`src/rtl/fib_seq_ctrl.sv`:
```
// fib_seq_ctrl: credit-throttled sequencer for a 16-bit Fibonacci generator with output FIFO
// Ports:
//   clock_1_i      single clock, rising edge
//   reset_i        asynchronous active-high reset
//   start_i        1-cycle command, sampled only in IDLE
//   count_i        number of terms, latched on an accepted start
//   abort_i        return to IDLE, flush FIFO, no done
//   busy_o         high whenever not IDLE
//   done_o         1-cycle completion pulse
//   err_o          sticky overflow flag (tied 0 unless FIB_SEQ_OVF_EN)
//   fib_clr_o      registered generator clear
//   f_en_o         generator enable, one term per high cycle
//   f_valid_i      generator term valid, one cycle after f_en_o
//   f_in_i         generator term
//   data_out_o     FIFO head (0 when empty)
//   data_valid_o   FIFO not empty
//   data_ready_i   consumer accept
// Optional feature: define FIB_SEQ_OVF_EN to stop the sequence at the first wrapped term.
module fib_seq_ctrl #(
    parameter int DEPTH = 4,
    parameter int CNT_W = 8
) (
    input  logic             clock_1_i,
    input  logic             reset_i,
    input  logic             start_i,
    input  logic [CNT_W-1:0] count_i,
    input  logic             abort_i,
    output logic             busy_o,
    output logic             done_o,
    output logic             err_o,
    output logic             fib_clr_o,
    output logic             f_en_o,
    input  logic             f_valid_i,
    input  logic [15:0]      f_in_i,
    output logic [15:0]      data_out_o,
    output logic             data_valid_o,
    input  logic             data_ready_i
);
    localparam int AW = $clog2(DEPTH);
    typedef enum logic [1:0] {IDLE, CLEAR, RUN, DRAIN} state_t;
    state_t           state_q;
    logic [CNT_W-1:0] count_l_q, issued_q;
    logic             inflight_q, done_q, fib_clr_q;
    logic [15:0]      mem_q [DEPTH];
    logic [AW-1:0]    wptr_q, rptr_q;
    logic [AW:0]      occ_q;
    logic             go, accept, drop, ovf, push, pop, f_en;

    assign go     = state_q == IDLE && start_i && count_i != '0;
    assign accept = f_valid_i && (state_q == RUN || state_q == DRAIN);
    assign push   = accept && !drop;
    assign pop    = data_valid_o && data_ready_i;
    // Credits: every issued term must already own a FIFO slot when it arrives.
    assign f_en   = state_q == RUN && !err_o && issued_q < count_l_q &&
                    (AW+2)'(occ_q) + (AW+2)'(inflight_q) < (AW+2)'(DEPTH);

`ifdef FIB_SEQ_OVF_EN
    logic        err_q;
    logic [15:0] last_q;
    logic [1:0]  ncap_q;
    // A Fibonacci term smaller than its predecessor can only come from a 16-bit wrap.
    assign ovf   = accept && !err_q && ncap_q == 2'd2 && f_in_i < last_q;
    assign drop  = err_q || ovf;
    assign err_o = err_q;
    always_ff @(posedge clock_1_i or posedge reset_i) begin
        if (reset_i) begin
            err_q  <= 1'b0;
            last_q <= '0;
            ncap_q <= '0;
        end else if (go) begin
            err_q  <= 1'b0;
            ncap_q <= '0;
        end else if (!(abort_i && busy_o)) begin
            if (ovf) err_q <= 1'b1;
            if (push) last_q <= f_in_i;
            if (push && ncap_q != 2'd2) ncap_q <= ncap_q + 2'd1;
        end
    end
`else
    assign ovf   = 1'b0;
    assign drop  = 1'b0;
    assign err_o = 1'b0;
`endif

    always_ff @(posedge clock_1_i) begin
        if (push) mem_q[wptr_q] <= f_in_i;
    end

    always_ff @(posedge clock_1_i or posedge reset_i) begin
        if (reset_i) begin
            state_q    <= IDLE;
            count_l_q  <= '0;
            issued_q   <= '0;
            inflight_q <= 1'b0;
            done_q     <= 1'b0;
            fib_clr_q  <= 1'b0;
            wptr_q     <= '0;
            rptr_q     <= '0;
            occ_q      <= '0;
        end else begin
            done_q     <= 1'b0;
            fib_clr_q  <= 1'b0;
            inflight_q <= f_en;
            wptr_q     <= wptr_q + AW'(push);
            rptr_q     <= rptr_q + AW'(pop);
            occ_q      <= occ_q + (AW+1)'(push) - (AW+1)'(pop);
            if (abort_i && busy_o) begin
                state_q    <= IDLE;
                inflight_q <= 1'b0;
                wptr_q     <= '0;
                rptr_q     <= '0;
                occ_q      <= '0;
            end else begin
                case (state_q)
                    IDLE: begin
                        if (go) begin
                            state_q   <= CLEAR;
                            count_l_q <= count_i;
                            issued_q  <= '0;
                            fib_clr_q <= 1'b1;
                        end else if (start_i) begin
                            done_q <= 1'b1;
                        end
                    end
                    CLEAR: state_q <= RUN;
                    RUN: begin
                        if (f_en) issued_q <= issued_q + 1'b1;
                        if (ovf || issued_q == count_l_q) state_q <= DRAIN;
                    end
                    DRAIN: begin
                        if (occ_q == '0 && !inflight_q) begin
                            state_q <= IDLE;
                            done_q  <= 1'b1;
                        end
                    end
                    default: state_q <= IDLE;
                endcase
            end
        end
    end

    assign busy_o       = state_q != IDLE;
    assign done_o       = done_q;
    assign fib_clr_o    = fib_clr_q;
    assign f_en_o       = f_en;
    assign data_valid_o = occ_q != '0;
    assign data_out_o   = data_valid_o ? mem_q[rptr_q] : 16'h0;
endmodule

```
`config.mk`:
```
export PLATFORM = sky130hd
export DESIGN_NAME = fib_seq_ctrl
export DESIGN_NICKNAME = d
export VERILOG_FILES = /design/src/rtl/fib_seq_ctrl.sv
export SDC_FILE = /design/constraint.sdc
export NUM_CORES = 1
export LEC_CHECK = 0
export ABC_AREA = 0
export BUFFER_PORTS_ARGS = -buffer_cell sky130_fd_sc_hd__buf_2
export CAP_MARGIN = 10
export CORE_UTILIZATION = 50
export CTS_BUF_LIST = sky130_fd_sc_hd__clkbuf_4
export CTS_CLUSTER_SIZE = 16
export DETAILED_ROUTE_END_ITERATION = 10
export PLACE_DENSITY = 0.76
export REMOVE_ABC_BUFFERS = 1
export SYNTH_ARGS = -nofsm -noshare
export SYNTH_HDL_FRONTEND = slang
export SYNTH_SLANG_ARGS = --single-unit
```
`constraint.sdc`:
```
create_clock -name clock_1_i -period 3.75 [get_ports clock_1_i]
set_clock_uncertainty 0.1 [all_clocks]
set_input_delay 0.75 -clock clock_1_i [delete_from_list [all_inputs] [get_ports clock_1_i]]
set_output_delay 0.75 -clock clock_1_i [all_outputs]
set_load 0.1 [all_outputs]
```
* Word-level counts from Yosys, hierarchy flattened
Memories as Yosys holds them, arrays and structs flattened.
Cells that the tools add are included.
** Storage, ports and cells
- Flip-flop bits (word level) :: 28
- Memory bits (writable) :: 64
- Output and inout port bits :: 22
- Word-level logic and storage cells :: 70
- Memories :: 1
** Operators by class
- $add $sub $neg :: 6
- $lt $le $gt $ge :: 2
- Equal/unequal tests :: 9
- Mux-type cells :: 23
- Bitwise logic cells :: 1
- Reductions and logical operators :: 19
** Memory list
- mem_q :: words 4, bits a word 16, read ports 1, clocked after memory_dff 0, wr ports 1, line 44 : logic [15:0] mem_q [DEPTH];
** Operators by type and width (count)
- 16-bit two-way mux :: 1
- 8-bit two-way mux :: 2
- 8-bit one-hot mux with 2 select lines :: 1
- 2-bit two-way mux :: 6
- 1-bit two-way mux :: 10
- 8-bit by 1-bit adder with 8-bit output (second input constant) :: 1
- 8-bit equality test :: 1
- 1-bit logical AND :: 8
- 8-bit less-than comparator :: 1
- 2-bit one-hot mux with 4 select lines :: 1
- 8-bit nonzero test :: 1
- 3-bit by 1-bit inequality test with 1-bit output (second input constant) :: 2
- 3-bit AND reduction :: 2
- 2-bit by 1-bit adder with 2-bit output :: 2
- 3-bit by 1-bit adder with 4-bit output :: 1
- 2-bit equality test (second input constant) :: 2
- 4-bit by 3-bit less-than comparator with 1-bit output (second input constant) :: 1
- 2-bit inequality test (second input constant) :: 2
- 4-bit AND reduction :: 1
- 2-bit nonzero test :: 2
- 3-bit by 1-bit adder with 3-bit output :: 1
- 3-bit logical NOT :: 1
- 3-bit two-way mux :: 1
- 3-bit by 2-bit inequality test with 1-bit output (second input constant) :: 1
- 8 further kinds :: 8

* Longest topological paths before layout
Gate-level depths: netlist (run 1).
- Depth in word-level cells :: 6
- Depth in mapped cells :: 12
- Mapped depth without buffers :: 11

* Worst setup path before layout (run 1)
No wires, ideal clock.
- Path kind :: reg2out
- Start point :: register occ_q[1]
- End point :: output port data_out_o[10]
- Arrival time :: 2.580 ns
- Slack :: 0.320 ns
- Cell stages (with the launch flop) :: 5
- Buffers on the path :: 2
- Cells stage by stage :: dfrtp_1 -> or3_1 -> clkbuf_1 -> clkbuf_1 -> and2_1
** Between the ends
- Word-level cells in the longest chain between the ends :: 2
** RTL lines
- from (decl) :: line 46 : logic [AW:0] occ_q;
- from (signal assigned) :: line 106 : occ_q <= occ_q + (AW+1)'(push) - (AW+1)'(pop);
- 3-bit nonzero test :: line 146 : assign data_valid_o = occ_q != '0;
- named net data_valid_o :: line 36 : output logic data_valid_o,
- 16-bit two-way mux :: line 147 : assign data_out_o = data_valid_o ? mem_q[rptr_q] : 16'h0;
- to (decl) :: line 35 : output logic [15:0] data_out_o,
The timed path passes the listed nets, and every way through them passes these cells.

* Worst setup path after layout (run 1)
- Start point :: register state_q[0]
- End point :: output port f_en_o
** Between the ends
- Word-level cells in the longest chain between the ends :: 3
** RTL lines
- from (decl) :: line 41 : state_t state_q;
- from (signal assigned) :: line 91 : state_q <= IDLE;
- from (signal assigned) :: line 108 : state_q <= IDLE;
- from (signal assigned) :: line 117 : state_q <= CLEAR;
- 2-bit equality test :: line 54 : assign f_en = state_q == RUN && !err_o && issued_q < count_l_q &&
- 1-bit logical AND (2 in series) :: line 54
- to (decl) :: line 32 : output logic f_en_o,
No other way between the ends.

==> metrics.csv, run 1 <==
metric,value,unit
RSZ-0062 raised after global routing,false,
setup_tns,0,ns
TritonCTS buffer count,9,
setup ws final,0.2924,ns
maximum clock path buffer count,2,
Synth Cell Area,4081,sq um
DRC Markers,0,
Max-slew headroom,29.51,%
worst hold path class,input port to register,
post-synthesis sequential area ratio,64.26,%
Final Cycle Share,92.20,%
Avg Synthesized Cell Area,14.79,sq um
fmax,0.2892,GHz
DRT antenna net count,0,
placed cell count,421,
core area,7807,sq um
first-pass GRT wire length,11.85,mm
Layout Cells excl Fill,437,
vias per inst,5.437,
synth warn,0,
Vert. Die Dim,92.35,um
Placer Congestion,0.8420,
Clock Sink Count,92,
CTS tree,built,
Worst Reg-to-Reg Cells,9,
CTS root buf,clkbuf_4,
Max Slew Vio Count,0,
Placement Setup Slack,0.8096,ns
grt ovf,0,
WHS Endpoint,mem_q[3][7],
Finish-stage setup viols,0,
number of global-route vias before repair,2410,
crit path kind,register to output port,
initial drt markers,123,
Row Count,32,
Final Hold Fails,0,
share of the synthesized area in the top cell type,47.09,%
asr flop ratio synth,30.43,%
"Distinct cells, synth",46,
Resize count post-CTS,0,
crit path DAT,2.61,ns
P&R area growth vs syn,11.80,%
Cells after Synth,276,
worst-path maximum fanout,12,
NumNets Final,379,
WL final,7.285,mm
Crit. End Element,output port,
FF-to-FF End,occ_q[2],
GRT Overall Usage,19.00,%
reg-to-reg startpoint,occ_q[0],
Hold Startpoint,f_in_i[7],
leading area contributor after synthesis,edfxtp_1,
antenna violations before repair,0,
total I/O pin count,52,
Worst Max-Slew Pin Slew,1.056,ns
Max-cap violations,0,
share of cells above drive strength 1,27.46,%
min Tclk post-route,3.458,ns
initial core utilization,52.28,%
port bufs,50,
startpoint types,register,
status,finished clean,
hold buffers post-CTS,0,
WL per Instance,16.67,um
ANT cells,0,
Setup Buffers After CTS,0,
Worst-path clk slew,0.16,ns
number of synthesized flops with an enable pin,64,
HPWL Detailed,5.070,mm
clk_lat worst skew,0.44,ns
main flop type after synthesis,edfxtp_1,
Yosys reg bits,92,
die area,8529,sq um
cells taking the most area after synthesis,"edfxtp_1, dfrtp_1, mux4_2, ha_1, and2_1",
FF-to-FF setup slack,1.05,ns
Max H-tree Level,3,
TritonRoute pass-1 iters,5,
critical path required time,2.90,ns
Hold Path Depth,1,
pin count of the biggest net entering global routing,29,
Vias,2376,
width of the chip,92.35,um
## placed cells by master (no fill, tap or decap), drive strengths merged, types with 2 or more instances in the layout
cell type  instances
inv               25
nand2             16
nor3b              2
edfxtp            64
clkbuf             9
mux4              16
a21oi              4
dfrtp             28
nand2b             2
o311a              2
nor2b              4
a211oi             2
clkinvlp           2
mux2i              3
nor3               3
nand3              9
nor2              12
xnor2              4
nand4              2
and2              18
and3               2
ha                18
o21ai             10
or4                2
nor4               2
buf               54
a41o               2
or2b               2
## synthesized netlist by cell type (all sizes together), types with 2 or more instances
library cell and number:
dfrtp 28, o311a 2, xnor2 4, mux2i 3, ha 18, nor3 3
buf 5, or2b 2, o21ai 10, inv 21, and2 18, nor2 12
nor2b 4, mux4 16, a41o 2, nand4 2, or4 2, and3 2
nor3b 2, edfxtp 64, nand2 16, a21oi 4, a211oi 2, clkbuf 6
nor4 2, nand2b 2, nand3 9
## cells by family after synthesis
kind of cell    synth area share, %
other cells                 0.09188
buf+inv                       3.464
xor+xnor                     0.8583
simple gates                  10.33
flops                         64.25
fa+ha+maj                     6.009
compound gates                5.151
mux                           9.841
## area by class of cell
type                    count  area [sq um]
flip-flops and latches     92          2623
inverters                  21         78.83
fillers                   634          3244
multi-input cells         152          1328
clock buffers               9         67.56
clock inverters             7         58.81
repair buffers             54         280.3
well taps                 102         127.6
## layer usage
metal / vias up / track usage, % / share of wire, %
met5: - / 0 / 0
met4: 0 / 9.505 / 1.9
met3: 12 / 2.791 / 3.8
met2: 60 / 30.37 / 50
met1: 1182 / 25.58 / 44
li1: 1122 / - / -
## worst max-delay path, stage by stage, from the launching register on
cell and delay [ns]:
dfrtp_1 0.42, inv_1 0.11, ha_1 0.36, and2b_1 0.17, o2111ai_1 0.10, or4_4 0.51, inv_1 0.08, buf_2 0.42
## state kept, by name (all words and copies together) (netlist names)
signal	count
occ_q	3
wptr_q	2
issued_q	8
inflight_q	1
state_q	2
fib_clr_o	1
done_o	1
count_l_q	8
mem_q	64
rptr_q	2
## through the flow
step | util (%) | area, sq um | hold slack [ns]
CTS | 58.45 | 4563 | 0.3812
global route | 58.45 | 4563 | 0.3744
finish | 58.45 | 4563 | 0.4067
global placement | 56.83 | 4437 | 0.4330
floorplan | - | 4019 | 0.4080
detailed placement | 56.83 | 4437 | 0.4350
## worst max-delay path by stage
stage / startpoint / to / cells after the start
after floorplan: occ_q[1] / data_out_o[0] / 2
after global placement: state_q[0] / f_en_o / 7
after detailed placement: state_q[0] / f_en_o / 7
after CTS: state_q[0] / f_en_o / 7
after global routing: state_q[0] / f_en_o / 7
final: state_q[0] / f_en_o / 7
Power of run 1 is not shown: default switching activity piles up to over one toggle a cycle in this logic, so the estimate is an artifact.
==> run 2, diff against run 1 <==
--- a/config.mk
+++ b/config.mk
@@ -12,7 +12,7 @@
 export CTS_BUF_LIST = sky130_fd_sc_hd__clkbuf_4
 export CTS_CLUSTER_SIZE = 16
 export DETAILED_ROUTE_END_ITERATION = 10
-export PLACE_DENSITY = 0.76
+export PLACE_DENSITY_LB_ADDON = 0.3
 export REMOVE_ABC_BUFFERS = 1
 export SYNTH_ARGS = -nofsm -noshare
 export SYNTH_HDL_FRONTEND = slang
==> metrics.csv, run 2 (same netlist as run 1, synthesis figures left out) <==
metric,value,unit,change
status,finished clean,,
Setup Buffers After CTS,0,,unchanged
clk_lat worst skew,0.44,ns,about the same
placed cell count,421,,unchanged
Clock Sink Count,92,,unchanged
vias per inst,5.424,,-0.25%
Filler cells,632,,-0.32%
total I/O pin count,52,,unchanged
antenna violations before repair,1,,+1
"commonest cells after routing, fill and taps aside","edfxtp_1, buf_2, dfrtp_1, inv_1",,
Final Instance Area,4583,sq um,+0.44%
Layout Cells excl Fill,439,,+0.46%
Layout Utilization,58.70,%,+0.26 points
fmax,0.2935,GHz,+1.5%
"Most flops, register",mem_q,,
DRC Markers,0,,unchanged
Max H-tree Level,3,,unchanged
share of cells above drive strength 1,27.68,%,+0.22 points
die area,8529,sq um,unchanged
CTS root buf,clkbuf_4,,
Final Cycle Share,90.86,%,-1.3 points
TritonCTS buffer count,9,,unchanged
WL final,7.397,mm,+1.5%
grt ovf,0,,unchanged
Final Hold Fails,0,,unchanged
pin count of the biggest net entering global routing,29,,unchanged
Finish-stage setup viols,0,,unchanged
DRT antenna net count,0,,unchanged
P&R area growth vs syn,12.29,%,
min Tclk post-route,3.407,ns,-0.05051 ns
hold buffers post-CTS,0,,unchanged
Placer Congestion,0.8931,,+6.1%
Max Slew Vio Count,0,,unchanged
Resize count post-CTS,0,,unchanged
"most common cell after layout, fill and taps aside",edfxtp_1,,
CTS tree,built,,
HPWL Detailed,5.025,mm,-0.88%
Crit. End Element,output port,,
setup_tns,0,ns,unchanged
crit path kind,register to output port,,
Worst-path clk slew,0.15,ns,about the same
initial core utilization,52.28,%,unchanged
RSZ-0062 raised after global routing,false,,
core area,7807,sq um,unchanged
Row Count,32,,unchanged
width of the chip,92.35,um,unchanged
crit path DAT,2.56,ns,-0.05 ns
TritonRoute pass-1 iters,4,,-1
initial drt markers,159,,+29%
Vias,2381,,+0.21%
number of flip-flops in the largest register,64,,unchanged
first-pass GRT wire length,12.04,mm,+1.6%
WL per Instance,16.85,um,+1.1%
Max-cap violations,0,,unchanged
startpoint types,register,,
worst hold path class,input port to async pin,,
Vert. Die Dim,92.35,um,unchanged
port bufs,50,,unchanged
Max-slew headroom,41.36,%,+12 points
NumNets Final,380,,+0.26%
Worst Max-Slew Pin Slew,0.8797,ns,-0.1766 ns
maximum clock path buffer count,2,,unchanged
number of global-route vias before repair,2386,,-1.0%
critical path required time,2.90,ns,about the same
GRT Overall Usage,19.39,%,+0.38 points
Post-DP Area,4437,sq um,unchanged
worst-path maximum fanout,12,,unchanged
Top Registers,"mem_q x64, count_l_q x8, issued_q x8",,
## run 2: cell count changes in the layout (fill, tap and decap cells not counted)
| cell | before | now |
|---|---|---|
| inv_8 | 2 | 0 |
| clkinv_8 | 0 | 1 |
| diode_2 | 0 | 1 |
| buf_8 | 0 | 1 |
| clkinv_4 | 0 | 1 |
## run 2: area by class of cell
class,instances,area (sq um),share of cell area [%]
well taps,102,127.6,2.785
diodes,1,2.502,0.05460
repair buffers,55,295.3,6.443
inverters,21,78.83,1.720
flip-flops and latches,92,2623,57.22
clock inverters,7,61.31,1.338
multi-input cells,152,1328,28.97
clock buffers,9,67.56,1.474
## run 2: routing by layer
metal	vias to the layer above	global-route usage, %	routed length, um
li1	1132	-	-
met1	1160	26.87	3300
met2	76	29.75	3532
met3	13	3.366	417
met4	0	9.635	146
met5	-	0	0
## run 2: worst paths after layout
kind                         startpoint  slack (ns)  cells after the start            to
setup reg to reg               occ_q[1]        0.98                      9      occ_q[2]
max in group asynchronous       reset_i        2.73                      3    state_q[0]
hold / removal                  reset_i        0.28                      2      occ_q[1]
min in group clock_1_i       f_in_i[12]        0.41                      1  mem_q[3][12]
hold reg to reg            count_l_q[5]        0.46                      2  count_l_q[5]
setup / recovery             state_q[0]        0.34                      7        f_en_o
## run 2: worst max-delay path, stage by stage (launching register included)
cell,delay [ns]
dfrtp_1,0.42
inv_1,0.11
ha_1,0.34
and2b_1,0.17
o2111ai_1,0.09
or4_4,0.51
inv_1,0.08
buf_2,0.42
## run 2: per-stage QoR
step / hold slack (ns) / setup WS (ns)
floorplan: 0.4080 / 0.7252
global placement: 0.4353 / 0.8538
detailed placement: 0.4399 / 0.7969
CTS: 0.3917 / 0.3034
global route: 0.2992 / 0.1637
finish: 0.2802 / 0.3429
Power of run 2 is left out for the same reason.
